### src/rtl/mem_bus_ctrl_if.sv
// Core-side and external-bus signals of the memory bus controller.
// slave  : the controller's view (takes core requests, drives the bus).
// master : the environment's view (core plus memory/responder).
interface mem_bus_ctrl_if;
   // core side
   logic        MemWriteM;
   logic        MemReadM;
   logic        MByteM;
   logic [31:0] ALUResult;
   logic [31:0] WriteData;
   logic [31:0] ReadData;
   logic        StallM;
   // external bus side
   logic        bus_req;
   logic        bus_we;
   logic [31:0] bus_addr;
   logic [31:0] bus_wdata;
   logic [3:0]  bus_be;
   logic        bus_ack;
   logic [31:0] bus_rdata;
   logic        bus_err;

   modport slave (
      input  MemWriteM, MemReadM, MByteM, ALUResult, WriteData, bus_ack, bus_rdata,
      output ReadData, StallM, bus_req, bus_we, bus_addr, bus_wdata, bus_be, bus_err
   );

   modport master (
      output MemWriteM, MemReadM, MByteM, ALUResult, WriteData, bus_ack, bus_rdata,
      input  ReadData, StallM, bus_req, bus_we, bus_addr, bus_wdata, bus_be, bus_err
   );
endinterface

### src/rtl/mem_bus_ctrl.sv
// Memory bus controller: turns a core load/store into one external bus
// cycle (IDLE -> REQ -> DONE), stalls the core meanwhile, aborts with a
// sticky error flag when the bus never acknowledges.
module mem_bus_ctrl #(
   parameter int unsigned TIMEOUT_CYCLES = 16
) (
   input logic           clk,
   input logic           reset,   // asynchronous, active low
   mem_bus_ctrl_if.slave bus
);

   localparam int unsigned CW = $clog2(TIMEOUT_CYCLES + 1);
   // last REQ cycle that may still complete; an un-acked one aborts
   localparam logic [CW-1:0] WAIT_LAST = CW'(TIMEOUT_CYCLES - 1);

   typedef enum logic [1:0] {
      ST_IDLE = 2'd0,
      ST_REQ  = 2'd1,
      ST_DONE = 2'd2
   } state_t;

   state_t        state_q, state_d;
   logic [CW-1:0] wait_q, wait_d;
   logic          req_q, req_d;
   logic          we_q, we_d;
   logic          byte_q, byte_d;
   logic [1:0]    off_q, off_d;
   logic [31:0]   addr_q, addr_d;
   logic [31:0]   wdata_q, wdata_d;
   logic [3:0]    be_q, be_d;
   logic [31:0]   rdata_q, rdata_d;
   logic          err_q, err_d;
   logic          stall_s;

   // Byte enables: one lane for a byte access, all four for a word.
   function automatic logic [3:0] be_f(input logic byte_i, input logic [1:0] off_i);
      if (byte_i) begin
         return 4'b0001 << off_i;
      end else begin
         return 4'hF;
      end
   endfunction

   // Store data: a byte store replicates the low byte onto every lane.
   function automatic logic [31:0] wdata_f(input logic byte_i, input logic [31:0] d_i);
      if (byte_i) begin
         return {4{d_i[7:0]}};
      end else begin
         return d_i;
      end
   endfunction

   // Load data: a byte load picks the addressed lane and zero-extends it.
   function automatic logic [31:0] rdata_f(input logic byte_i, input logic [1:0] off_i,
                                           input logic [31:0] d_i);
      logic [31:0] r;
      if (byte_i) begin
         case (off_i)
            2'd0:    r = {24'h000000, d_i[7:0]};
            2'd1:    r = {24'h000000, d_i[15:8]};
            2'd2:    r = {24'h000000, d_i[23:16]};
            2'd3:    r = {24'h000000, d_i[31:24]};
            default: r = 32'h00000000;
         endcase
      end else begin
         r = d_i;
      end
      return r;
   endfunction

   // Next-state and datapath-update logic of the access FSM.
   always_comb begin
      state_d = state_q;
      wait_d  = wait_q;
      req_d   = req_q;
      we_d    = we_q;
      byte_d  = byte_q;
      off_d   = off_q;
      addr_d  = addr_q;
      wdata_d = wdata_q;
      be_d    = be_q;
      rdata_d = rdata_q;
      err_d   = err_q;
      stall_s = 1'b0;
      case (state_q)
         ST_IDLE: begin
            if (bus.MemReadM || bus.MemWriteM) begin
               // a store wins over a simultaneous load
               stall_s = 1'b1;
               state_d = ST_REQ;
               req_d   = 1'b1;
               wait_d  = '0;
               we_d    = bus.MemWriteM;
               byte_d  = bus.MByteM;
               off_d   = bus.ALUResult[1:0];
               addr_d  = {bus.ALUResult[31:2], 2'b00};
               be_d    = be_f(bus.MByteM, bus.ALUResult[1:0]);
               wdata_d = wdata_f(bus.MByteM, bus.WriteData);
            end else begin
               state_d = ST_IDLE;
            end
         end
         ST_REQ: begin
            stall_s = 1'b1;
            if (bus.bus_ack) begin
               // acknowledge wins even on the last permitted cycle
               if (!we_q) begin
                  rdata_d = rdata_f(byte_q, off_q, bus.bus_rdata);
               end else begin
                  rdata_d = rdata_q;
               end
               req_d   = 1'b0;
               state_d = ST_DONE;
            end else if (wait_q == WAIT_LAST) begin
               wait_d  = wait_q + CW'(1);
               req_d   = 1'b0;
               err_d   = 1'b1;
               if (!we_q) begin
                  rdata_d = 32'h00000000;
               end else begin
                  rdata_d = rdata_q;
               end
               state_d = ST_DONE;
            end else begin
               wait_d = wait_q + CW'(1);
            end
         end
         ST_DONE: begin
            // core advances on this edge; never re-issue
            state_d = ST_IDLE;
         end
         default: begin
            state_d = ST_IDLE;
            req_d   = 1'b0;
         end
      endcase
   end

   // FSM state register.
   always_ff @(posedge clk or negedge reset) begin
      if (!reset) begin
         state_q <= ST_IDLE;
      end else begin
         state_q <= state_d;
      end
   end

   // Bus fields, wait counter, load result and error flag.
   always_ff @(posedge clk or negedge reset) begin
      if (!reset) begin
         wait_q  <= '0;
         req_q   <= 1'b0;
         we_q    <= 1'b0;
         byte_q  <= 1'b0;
         off_q   <= 2'd0;
         addr_q  <= 32'h00000000;
         wdata_q <= 32'h00000000;
         be_q    <= 4'h0;
         rdata_q <= 32'h00000000;
         err_q   <= 1'b0;
      end else begin
         wait_q  <= wait_d;
         req_q   <= req_d;
         we_q    <= we_d;
         byte_q  <= byte_d;
         off_q   <= off_d;
         addr_q  <= addr_d;
         wdata_q <= wdata_d;
         be_q    <= be_d;
         rdata_q <= rdata_d;
         err_q   <= err_d;
      end
   end

   // StallM is combinational so the core freezes in the request cycle;
   // gating with reset keeps it low while reset is held.
   assign bus.StallM    = stall_s & reset;
   assign bus.bus_req   = req_q;
   assign bus.bus_we    = we_q;
   assign bus.bus_addr  = addr_q;
   assign bus.bus_wdata = wdata_q;
   assign bus.bus_be    = be_q;
   assign bus.ReadData  = rdata_q;
   assign bus.bus_err   = err_q;

endmodule

### src/flat_wrapper.sv
// flat-port wrapper written by rule: the top's interface ports become plain ports
module mem_bus_ctrl_flat 
#(
   parameter int unsigned TIMEOUT_CYCLES = 16
)
  (clk, reset, bus_MemWriteM, bus_MemReadM, bus_MByteM, bus_ALUResult, bus_WriteData, bus_bus_ack, bus_bus_rdata, bus_ReadData, bus_StallM, bus_bus_req, bus_bus_we, bus_bus_addr, bus_bus_wdata, bus_bus_be, bus_bus_err);
  mem_bus_ctrl_if bus_i ();
  input logic clk;
  input logic reset;
  input wire logic [$bits(bus_i.MemWriteM)-1:0] bus_MemWriteM;
  input wire logic [$bits(bus_i.MemReadM)-1:0] bus_MemReadM;
  input wire logic [$bits(bus_i.MByteM)-1:0] bus_MByteM;
  input wire logic [$bits(bus_i.ALUResult)-1:0] bus_ALUResult;
  input wire logic [$bits(bus_i.WriteData)-1:0] bus_WriteData;
  input wire logic [$bits(bus_i.bus_ack)-1:0] bus_bus_ack;
  input wire logic [$bits(bus_i.bus_rdata)-1:0] bus_bus_rdata;
  output wire logic [$bits(bus_i.ReadData)-1:0] bus_ReadData;
  output wire logic [$bits(bus_i.StallM)-1:0] bus_StallM;
  output wire logic [$bits(bus_i.bus_req)-1:0] bus_bus_req;
  output wire logic [$bits(bus_i.bus_we)-1:0] bus_bus_we;
  output wire logic [$bits(bus_i.bus_addr)-1:0] bus_bus_addr;
  output wire logic [$bits(bus_i.bus_wdata)-1:0] bus_bus_wdata;
  output wire logic [$bits(bus_i.bus_be)-1:0] bus_bus_be;
  output wire logic [$bits(bus_i.bus_err)-1:0] bus_bus_err;
  assign bus_i.MemWriteM = bus_MemWriteM;
  assign bus_i.MemReadM = bus_MemReadM;
  assign bus_i.MByteM = bus_MByteM;
  assign bus_i.ALUResult = bus_ALUResult;
  assign bus_i.WriteData = bus_WriteData;
  assign bus_i.bus_ack = bus_bus_ack;
  assign bus_i.bus_rdata = bus_bus_rdata;
  assign bus_ReadData = bus_i.ReadData;
  assign bus_StallM = bus_i.StallM;
  assign bus_bus_req = bus_i.bus_req;
  assign bus_bus_we = bus_i.bus_we;
  assign bus_bus_addr = bus_i.bus_addr;
  assign bus_bus_wdata = bus_i.bus_wdata;
  assign bus_bus_be = bus_i.bus_be;
  assign bus_bus_err = bus_i.bus_err;
  mem_bus_ctrl #(.TIMEOUT_CYCLES(TIMEOUT_CYCLES)) u_core (.clk(clk), .reset(reset), .bus(bus_i));
endmodule
### config.mk
export PLATFORM = sky130hd
export DESIGN_NAME = mem_bus_ctrl_flat
export DESIGN_NICKNAME = d
export VERILOG_FILES = /design/src/rtl/mem_bus_ctrl_if.sv /design/src/rtl/mem_bus_ctrl.sv /design/src/flat_wrapper.sv
export SDC_FILE = /design/constraint.sdc
export NUM_CORES = 1
export LEC_CHECK = 0
export CORE_ASPECT_RATIO = 1.1
export CORE_MARGIN = 4
export CORE_UTILIZATION = 46
export DETAILED_ROUTE_END_ITERATION = 6
export PLACE_DENSITY = 0.9
export SLEW_MARGIN = 20
export SYNTH_ARGS = -nofsm -noshare
export SYNTH_HDL_FRONTEND = slang
export SYNTH_SLANG_ARGS = --single-unit
### constraint.sdc
create_clock -name clk -period 5.1 [get_ports clk]
set_input_delay 1.275 -clock clk [delete_from_list [all_inputs] [get_ports clk]]
set_output_delay 1.275 -clock clk [all_outputs]
set_load 0.05 [all_outputs]
* After elaboration in Yosys (flattened, before gate mapping)
Index checks and enable logic that the tools add are counted.
** Storage, ports and cells
- Flip-flop bits (word level) :: 111
- Bits in latches :: 0
- Bits in writable memories :: 0
- Bits in read-only memories :: 0
- Input bits :: 102
- Output and inout bits :: 104
- Word-level logic and storage cells :: 57
- Memories kept :: 0
** Cells by class
- Add/subtract/negate cells :: 1
- $mul :: 0
- Divide/modulo/power cells :: 0
- Magnitude comparators :: 0
- Equality and inequality tests :: 9
- Shifts and indexed selects :: 1
- Mux-type cells :: 21
- Bitwise logic cells :: 4
- Reductions and logical operators :: 10
** Operator list (count)
- 32-bit 2-to-1 mux :: 6
- 32-bit case mux with 4 select lines :: 1
- 3-bit AND reduction :: 4
- 5-bit 2-to-1 mux :: 2
- 5-bit case mux with 2 select lines :: 1
- 2-bit == test, second input constant :: 3
- 5-bit by 1-bit adder with 5-bit output, second input constant :: 1
- 5-bit by 4-bit == test with 1-bit output, second input constant :: 1
- 1-bit 2-to-1 mux :: 5
- 2-bit by 1-bit == test with 1-bit output, second input constant :: 2
- 2-bit zero test :: 2
- 2-bit 2-to-1 mux :: 2
- 4-bit 2-to-1 mux :: 1
- 2-bit case mux with 2 select lines :: 1
- 2-bit nonzero test :: 2
- 1-bit by 2-bit << shifter with 4-bit output, first input constant :: 1
- 3-bit by 2-bit inequality test with 1-bit output, second input constant :: 1
- 1-bit NOT :: 3
- 1-bit case mux with 3 select lines :: 1
- 2-bit by 1-bit inequality test with 1-bit output, second input constant :: 1
- 2-bit inequality test, second input constant :: 1
- 1-bit case mux with 2 select lines :: 1
- 2-bit AND reduction :: 1
- 1-bit bitwise AND :: 1
- 1-bit logical OR :: 1

* Longest topological paths before layout
Gate-level depths: netlist of run 1.
- Word-level depth :: 5
- Depth in mapped cells :: 7
- Gate-level depth less buffers :: 6

* Worst setup path after synthesis of run 1
No wires, ideal clock.
- Kind :: input port to output port
- Start point :: input bus_MemWriteM
- End point :: output bus_StallM
- Arrival time :: 2.836 ns
- Data required time :: 3.825 ns
- Slack :: 0.989 ns
- Stages on the path :: 4
- Path buffers :: 1
- Cell sequence :: or2_1 -> clkbuf_1 -> nor2_1 -> nor3b_1
** On the way
- Cells in the longest elaborated chain, start to end :: 4
** Ends and longest elaborated chain
- from (decl) :: line flat_wrapper.sv:10 : input wire logic [$bits(bus_i.MemWriteM)-1:0] bus_MemWriteM;
- 1-bit logical OR :: line mem_bus_ctrl.sv:87 : if (bus.MemReadM || bus.MemWriteM) begin
- 1-bit 2-to-1 mux :: line mem_bus_ctrl.sv:87
- 1-bit case mux with 2 select lines :: line mem_bus_ctrl.sv:85 : case (state_q)
- 1-bit bitwise AND :: line mem_bus_ctrl.sv:177 : assign bus.StallM = stall_s & reset;
- to (decl) :: line flat_wrapper.sv:18 : output wire logic [$bits(bus_i.StallM)-1:0] bus_StallM;
No other way between the ends.

* Worst setup path in the final report of run 1
- Start point :: input bus_MemReadM
- End point :: output bus_StallM
** On the way
- Cells in the longest elaborated chain, start to end :: 4
** Ends and longest elaborated chain
- from (decl) :: line flat_wrapper.sv:11 : input wire logic [$bits(bus_i.MemReadM)-1:0] bus_MemReadM;
- 1-bit logical OR :: line mem_bus_ctrl.sv:87
- 1-bit 2-to-1 mux :: line mem_bus_ctrl.sv:87
- 1-bit case mux with 2 select lines :: line mem_bus_ctrl.sv:85
- 1-bit bitwise AND :: line mem_bus_ctrl.sv:177
No other way between the ends.

==> results of run 1 <==
per-layer routing:
metal	wire length (um)	GRT usage	vias to the layer above	share of wire
li1	-	-	1910	-
met1	5510	0.277	2081	0.39
met2	7270	0.413	188	0.51
met3	1160	0.0535	25	0.081
met4	314	0.0889	0	0.022
met5	0	0	-	0
power breakdown:
group,switching [W],total [W],internal [W]
Clock,0.000291,0.000681,0.000390
Combinational,0.00205,0.00312,0.00107
Sequential,0.000251,0.00153,0.00128
Total,0.00259,0.00533,0.00274
critical path, cell delays in order:
cell and delay [ns]:
clkdlybuf4s50_1 0.47, or2_1 0.10, buf_4 0.30, nor2_1 0.07, nor3b_1 0.34, buf_12 0.19
logic make-up (layout without fill, tap and decap cells):
group | count (synthesis) | after routing
AO/OA/AOI/OAI | 138 | 138
flip-flops | 111 | 111
AND/OR/NAND/NOR | 80 | 80
multiplexers | 52 | 52
buffers and inverters | 39 | 229
adder cells (fa/ha/maj) | 2 | 2
other | 1 | 2
sequential cells by signal (all words and copies together), names as in the netlist:
name                  count
u_core.bus.ReadData      32
u_core.bus.bus_wdata     32
u_core.bus.bus_addr      30
u_core.wait_q             5
u_core.bus.bus_be         4
u_core.off_q              2
u_core.state_q            2
u_core.bus.bus_err        1
u_core.bus.bus_req        1
u_core.bus.bus_we         1
u_core.byte_q             1
per-stage QoR:
step / worst slack, ns / total power [W] / instance area (um^2) / utilization / hold slack [ns]
detailed placement: 1.08 / 0.00468 / 6980 / 0.675 / 0.466
finish: 1.07 / 0.00533 / 7270 / 0.702 / 0.480
global placement: 1.08 / 0.00459 / 6980 / 0.675 / 0.442
floorplan: 0.989 / 0.00355 / 4840 / - / 0.456
global route: 0.969 / 0.00557 / 7270 / 0.702 / 0.492
CTS: 1.07 / 0.00536 / 7260 / 0.702 / 0.487
final cells by class:
class,instances,area [um^2]
fillers,759,3080
flip-flops and latches,111,2780
repair buffers,212,2120
multi-input cells,274,1900
clock buffers,13,250
well taps,143,179
clock inverters,1,30.0
inverters,3,11.3
final timing paths:
| check | cells past startpoint | start | slack (ns) | to |
|---|---|---|---|---|
| worst max-delay path | 6 | bus_MemReadM | 1.07 | bus_StallM |
| worst min-delay path | 1 | u_core.bus.bus_err | 0.48 | u_core.bus.bus_err |
| worst max register to register | 4 | u_core.state_q[0] | 2.75 | u_core.bus.bus_addr[7] |
| worst min register to register | 1 | u_core.bus.bus_err | 0.48 | u_core.bus.bus_err |
| max in group asynchronous | 3 | reset | 2.81 | u_core.bus.bus_wdata[25] |
| min in group asynchronous | 2 | reset | 1.05 | u_core.bus.ReadData[22] |
cell usage after synthesis, types with 2 or more instances:
| cell type | n | area (um^2) |
|---|---|---|
| mux2_1 | 43 | 484 |
| buf_1 | 4 | 15.0 |
| o21ai_1 | 24 | 120 |
| ha_1 | 2 | 25.0 |
| mux2_2 | 8 | 90.1 |
| a21oi_1 | 28 | 140 |
| buf_4 | 3 | 22.5 |
| or3_1 | 2 | 12.5 |
| o22ai_1 | 7 | 43.8 |
| nand2b_1 | 25 | 156 |
| nor2_1 | 4 | 15.0 |
| a31oi_1 | 26 | 163 |
| dfrtp_1 | 111 | 2780 |
| o31ai_1 | 24 | 180 |
| nand3_1 | 2 | 10.0 |
| clkbuf_1 | 17 | 63.8 |
| o2bb2ai_1 | 8 | 70.1 |
| nand2_1 | 36 | 135 |
| inv_1 | 3 | 11.3 |
| a22o_1 | 2 | 17.5 |
| o21a_1 | 2 | 15.0 |
| buf_2 | 11 | 55.1 |
| o21ai_0 | 12 | 60.1 |
==> reports/results.txt, run 1 <==
Period Utilization, post-route - 0.790
Die X - 106 um
Most frequent cells in the layout - clkdlybuf4s50_1, dfrtp_1, mux2_1
FFs w/ async S/R, synth - 1.00
Worst vdd ir - 414 uV
Reg clk slew, reported paths - 0.07 ns
Clk_lat worst skew - 0.34 ns
Worst EP required - 3.83 ns
Initial core utilization - 0.467
Critical Path Sink Type - primary output
Vias in the first global route - 4377
Final ANT Viol Nets - 0
Core ar. - 10300 um^2
Drt first pass iters - 4
Worst Setup Start Kind - input port
Main combinational cell family by area after synthesis - compound AO/OA/AOI/OAI gates
Full die area - 12200 um^2
Antenna violations before repair - 0
Final min period - 4.03 ns
Max_cap viols - 0
Sum of routed wire length over all layers - 14200 um
Final nets - 715
Register bit total from synthesis - 111
Mux cell area share after synthesis - 0.121
Worst-path fanout max - 29
Post-synth EDFFs - 0
Syn avg cell area - 11.4 um^2
Num CTS Buffers - 9
WS Path Type - in -> out
Gr ovfl total - 0
Share of layout cells above drive strength 1 - 0.0603
CP arrival - 2.75 ns
Max Slew Vio Count - 0
Placed insts - 743
Status - finished clean
Final std cells w/o fill - 757
Post-synthesis compound-gate area fraction - 0.176
Largest net degree at the start of global routing - 64
Max Fclk - 0.248 GHz
# DRC - 0
Standard-cell row count - 39
# setup viols final - 0
Routability cong. - 0.879
Synth cell types - 42
IO Count - 206
Simple-gate share of the synthesized area - 0.0869
Final Hold Viols - 0
Clock sinks - 111
Syn-to-layout area delta - 50.2%
Slew HR - 0.474
Die height - 116 um
CTS tree - yes
DR WL/cell - 18.8 um
Setup bufs post-CTS - 0
Synth Area in XOR/XNOR - 0
GRT Resource Usage Total - 0.233
Worst slew pin tran - 0.789 ns
Commonest non-fill, non-tap cell in the layout - clkdlybuf4s50_1
First-pass GRT wire length - 22600 um
P_leak - 2.91 nW
Yosys synthesis warning count - 0
Setup TNS - 0 ns
Initial DRC Count - 161
RSZ-0062 raised after global routing - false
Gate Count Post-Synth - 423
Ys flop type - dfrtp_1
Via density - 5.55
Post-Synth Adder-Cell Area - 0.00517
Mapped Area - 4840 um^2
CTS H-tree lvls - 3
Hold buffers post-CTS - 0
Antenna Cells - 0
I/O Buffers - 203
Hold crit path type - reg -> reg
P per Cell Area - 734 nW/um^2
Root buf cell - clkbuf_16
Dpl hpwl - 10600 um
Clock skew - 0.00553 ns
Vias - 4204
Maximum clock path buffer count - 2
Sequential area share after synthesis - 0.574
Post-CTS Resized - 0
Power figures use the tool's default switching activity.
==> run 2: changes to the inputs <==
CORE_UTILIZATION = 39   (was 46)
PLACE_DENSITY = 0.82   (was 0.9)
clock period = 3.3 ns   (was 5.1 ns; I/O delays follow)
==> run 2 against run 1 <==
Core utilization down 9.6 points. Sequential cell count unchanged. Combinational power up 55%. Die area up 17%. Critical endpoint unchanged.
==> reports/results.txt, run 2 (synthesis results as in run 1) <==
Final min period - 2.85 ns
Clock network power share - 0.140 (was 0.128)
Slew HR - 0.519 (was 0.474)
Post-CTS Resized - 0 (unchanged)
Worst vdd ir - 789 uV (was 414 uV)
Num CTS Buffers - 9 (unchanged)
I/O Buffers - 203 (unchanged)
Standard-cell row count - 42 (was 39)
First-pass GRT wire length - 22900 um (was 22600 um)
Drt first pass iters - 6 (was 4)
GRT Resource Usage Total - 0.204 (was 0.233)
Initial core utilization - 0.400 (was 0.467)
Commonest non-fill, non-tap cell in the layout - clkdlybuf4s50_1 (unchanged)
Clock sinks - 111 (unchanged)
Dpl hpwl - 10700 um (was 10600 um)
Switching share of power - 0.482 (was 0.486)
Post-layout util - 0.606 (was 0.702)
Critical Path Sink Type - primary output (unchanged)
Worst-path fanout max - 2 (was 29)
Final nets - 716 (was 715)
Reg clk slew, reported paths - 0.07 ns (about the same)
Final Hold Viols - 0 (unchanged)
Setup bufs post-CTS - 0 (unchanged)
Max Slew Vio Count - 0 (unchanged)
CTS H-tree lvls - 3 (unchanged)
Largest net degree at the start of global routing - 74 (was 64)
Max Fclk - 0.351 GHz
Sw Pwr - 0.00404 W (was 0.00259 W)
Syn-to-layout area delta - 51.6% (was 50.2%)
Combinational power share - 0.576 (was 0.585)
Gr ovfl total - 0 (unchanged)
Initial DRC Count - 203 (was 161)
Maximum clock path buffer count - 2 (unchanged)
Final ANT Viol Nets - 0 (unchanged)
Internal - 0.00434 W (was 0.00274 W)
DR WL/cell - 18.6 um (was 18.8 um)
Vias - 4147 (was 4204)
Hold buffers post-CTS - 0 (unchanged)
Setup TNS - 0 ns (unchanged)
Full die area - 14200 um^2 (was 12200 um^2)
WS Path Type - in -> out (unchanged)
# fillers - 1006 (was 759)
IO Count - 206 (unchanged)
CP arrival - 2.02 ns (was 2.75 ns)
P per Cell Area - 1140 nW/um^2 (was 734 nW/um^2)
Antenna Cells - 0 (unchanged)
Period Utilization, post-route - 0.863
# DRC - 0 (unchanged)
Share of layout cells above drive strength 1 - 0.0681 (was 0.0603)
Root buf cell - clkbuf_16 (unchanged)
Clock skew - 0.00529 ns (was 0.00553 ns)
Sum of routed wire length over all layers - 14400 um (was 14200 um)
Clk_lat worst skew - 0.35 ns (was 0.34 ns)
Hold crit path type - reg -> reg (unchanged)
Via density - 5.38 (was 5.55)
Routability cong. - 0.830 (was 0.879)
Worst EP required - 2.47 ns (was 3.83 ns)
Worst slew pin tran - 0.722 ns (was 0.789 ns)
Sequential group share of total power - 0.283 (was 0.287)
Status - finished clean (unchanged)
Vias in the first global route - 4402 (was 4377)
RSZ-0062 raised after global routing - false (unchanged)
Max_cap viols - 0 (unchanged)
Most frequent cells in the layout - clkdlybuf4s50_1, dfrtp_1, mux2_1 (unchanged)
Die height - 125 um (was 116 um)
Antenna violations before repair - 0 (unchanged)
Core ar. - 12100 um^2 (was 10300 um^2)
CTS tree - yes (unchanged)
Worst Setup Start Kind - input port (unchanged)
Die X - 114 um (was 106 um)
P_leak - 2.94 nW (was 2.91 nW)
# setup viols final - 0 (unchanged)
run 2: power groups by stage:
| stage | Sequential [W] | Combinational, W | Clock [W] |
|---|---|---|---|
| floorplan | 0.00433 | 0.00117 | 0 |
| global placement | 0.00236 | 0.00477 | 0 |
| detailed placement | 0.00240 | 0.00485 | 0 |
| CTS | 0.00238 | 0.00487 | 0.00121 |
| global route | 0.00246 | 0.00507 | 0.00126 |
| finish | 0.00237 | 0.00483 | 0.00118 |
run 2: metal layers:
metal,GRT usage,up-vias,routed length [um],share of wire
met3,0.0622,37,1130,0.079
met1,0.243,2035,5420,0.38
met5,0,-,0,0
li1,-,1902,-,-
met4,0.0943,0,468,0.033
met2,0.335,173,7340,0.51
run 2: final timing paths:
path	start	end	slack, ns	cells past startpoint
setup / recovery	bus_MemWriteM	bus_StallM	0.45	5
hold / removal	u_core.bus.bus_err	u_core.bus.bus_err	0.46	1
setup reg to reg	u_core.wait_q[0]	u_core.bus.ReadData[7]	1.44	6
hold reg to reg	u_core.bus.bus_err	u_core.bus.bus_err	0.46	1
max in group asynchronous	reset	u_core.bus.bus_addr[11]	1.45	3
min in group asynchronous	reset	u_core.bus.bus_wdata[23]	0.66	2
run 2: area by class of cell:
cell class / instances / area, um^2 / area share
clock buffer: 13 / 260 / 0.0355
clock inverter: 3 / 65.1 / 0.00888
inverter: 3 / 11.3 / 0.00154
multi-input combinational: 274 / 1900 / 0.259
sequential: 111 / 2780 / 0.379
tap: 154 / 193 / 0.0263
timing repair buffer: 213 / 2130 / 0.290
run 2: per-stage QoR:
step           setup slack, ns  hold WS (ns)  power [W]  instances  area (um^2)
2_1_floorplan           0.0886         0.456    0.00549        424         4840
3_3_place_gp             0.498         0.455    0.00713        755         7000
3_5_place_dp             0.450         0.447    0.00724        755         7000
4_1_cts                  0.436         0.464    0.00845        771         7330
5_1_grt                  0.375         0.469    0.00879        771         7330
6_report                 0.451         0.462    0.00838        771         7330
run 2: critical path: stages:
cell	delay, ns
clkdlybuf4s50_1	0.48
or2_1	0.13
nor2_1	0.04
nor3b_1	0.35
buf_12	0.19
==> run 3: changes to the inputs <==
CORE_ASPECT_RATIO = 0.6   (was 1.1)
==> run 3 against run 2 <==
Register-to-register slack hardly changed. Sequential cell count unchanged. Wire length rose by 3.2%. Clock power down 6%. Cell count is 1.6% higher. Sequential share of layout area about the same. Largest power group unchanged. Total power is 0.28% lower. Non-clock buffer count grew 1. Cell area rose by 0.10%. Critical path depth unchanged. Sequential power barely moved.
==> reports/results.txt, run 3 (synthesis results as in run 1) <==
Worst EP required - 2.47 ns (about the same)
Post-CTS Resized - 0 (unchanged)
Commonest non-fill, non-tap cell in the layout - clkdlybuf4s50_1 (unchanged)
CTS H-tree lvls - 3 (unchanged)
Top delay family on crit path - buffers and inverters (unchanged)
Placed insts - 767 (was 755)
Final nets - 717 (was 716)
Period Utilization, post-route - 0.886 (was 0.863)
I/O Buffers - 203 (unchanged)
Die height - 94.3 um (was 125 um)
Hold buffers post-CTS - 0 (unchanged)
Largest net degree at the start of global routing - 86 (was 74)
Most frequent cells in the layout - clkdlybuf4s50_1, dfrtp_1, mux2_1 (unchanged)
FF-to-FF Start - u_core.wait_q[0] (unchanged)
Final ANT Viol Nets - 0 (unchanged)
Critical Path Sink Type - primary output (unchanged)
Clock skew - 0.00615 ns (was 0.00529 ns)
P_leak - 2.93 nW (was 2.94 nW)
Max Slew Vio Count - 0 (unchanged)
Crit path buffers/inverters - 2 (unchanged)
First-pass GRT wire length - 22900 um (about the same)
Max Fclk - 0.342 GHz (was 0.351 GHz)
Clk_lat worst skew - 0.34 ns (was 0.35 ns)
Final min period - 2.92 ns (was 2.85 ns)
Full die area - 14300 um^2 (was 14200 um^2)
GRT Resource Usage Total - 0.206 (was 0.204)
Syn-to-layout area delta - 51.7% (was 51.6%)
Max_cap viols - 0 (unchanged)
Slew HR - 0.476 (was 0.519)
Critical Path Start - bus_MemWriteM (unchanged)
Standard-cell row count - 31 (was 42)
Status - finished clean (unchanged)
Core ar. - 12100 um^2 (about the same)
Dpl hpwl - 11000 um (was 10700 um)
Setup bufs post-CTS - 0 (unchanged)
Antenna Cells - 0 (unchanged)
Reg clk slew, reported paths - 0.07 ns (about the same)
Worst Setup Start Kind - input port (unchanged)
Die X - 152 um (was 114 um)
CP arrival - 2.10 ns (was 2.02 ns)
WS Path Type - in -> out (unchanged)
Vias - 4137 (was 4147)
Vias in the first global route - 4184 (was 4402)
DR WL/cell - 18.9 um (was 18.6 um)
Clock sinks - 111 (unchanged)
Sum of routed wire length over all layers - 14800 um (was 14400 um)
Routability cong. - 0.846 (was 0.830)
WHS - 0.474 ns (was 0.462 ns)
Hold_sp - u_core.bus.bus_err (unchanged)
Critical-path cell list - clkdlybuf4s50_1 > or2_1 > nor2_1 > nor3b_1 > buf_12 (unchanged)
Share of layout cells above drive strength 1 - 0.0696 (was 0.0681)
Final Hold Viols - 0 (unchanged)
Gr ovfl total - 0 (unchanged)
Initial core utilization - 0.400 (about the same)
# setup viols final - 0 (unchanged)
P per Cell Area - 1140 nW/um^2 (about the same)
Worst vdd ir - 725 uV (was 789 uV)
Initial DRC Count - 184 (was 203)
Root buf cell - clkbuf_16 (unchanged)
CP max-delay cell - clkdlybuf4s50_1 (unchanged)
Worst-path fanout max - 2 (unchanged)
Setup TNS - 0 ns (unchanged)
CTS tree - yes (unchanged)
RSZ-0062 raised after global routing - false (unchanged)
Maximum clock path buffer count - 2 (unchanged)
Final std cells w/o fill - 783 (was 771)
Worst slew pin tran - 0.786 ns (was 0.722 ns)
Num CTS Buffers - 9 (unchanged)
IO Count - 206 (unchanged)
# DRC - 0 (unchanged)
Hold crit path type - reg -> reg (unchanged)
Via density - 5.28 (was 5.38)
Drt first pass iters - 5 (was 6)
Antenna violations before repair - 0 (unchanged)
CP max stage delay - 0.48 ns (about the same)
## run 3: path summary, 6_finish.rpt
check,end,slack [ns],cells past startpoint
min in group asynchronous,u_core.wait_q[3],0.49,2
hold / removal,u_core.bus.bus_err,0.47,1
max in group asynchronous,u_core.bus.ReadData[4],1.73,3
setup / recovery,bus_StallM,0.38,5
setup reg to reg,u_core.bus.ReadData[7],1.43,6
hold reg to reg,u_core.bus.bus_err,0.47,1
## run 3: metrics by stage
stage | instance area, um^2 | power [W] | util | setup WS, ns
floorplan | 4840 | 0.00549 | - | 0.0886
global placement | 7020 | 0.00716 | 0.580 | 0.342
detailed placement | 7020 | 0.00728 | 0.580 | 0.382
CTS | 7330 | 0.00843 | 0.606 | 0.376
global route | 7340 | 0.00875 | 0.606 | 0.275
finish | 7340 | 0.00836 | 0.606 | 0.377
## run 3: power breakdown
group          internal (W)  switching (W)  total (W)
logic               0.00167        0.00320    0.00486
registers           0.00198       0.000402    0.00238
clock network      0.000632       0.000482    0.00111
## run 3: worst register-to-register path: stages (launching register included)
cell	delay, ns
dfrtp_1	0.38
ha_1	0.19
and3_1	0.15
ha_1	0.20
nor2_1	0.07
or3_4	0.50
a32o_1	0.27
## run 3: per-layer routing
| metal | global-route usage | wire [um] | vias up |
|---|---|---|---|
| met4 | 0.0433 | 127 | 0 |
| met3 | 0.0675 | 1200 | 12 |
| li1 | - | - | 1904 |
| met1 | 0.291 | 6550 | 2076 |
| met5 | 0 | 0 | - |
| met2 | 0.313 | 6950 | 145 |
## run 3: final cells by class
class                   instances  area (um^2)
clock inverters                 4         53.8
flip-flops and latches        111         2780
multi-input cells             274         1890
clock buffers                  12          256
fillers                       991         4760
repair buffers                214         2140
inverters                       3         11.3
well taps                     165          206
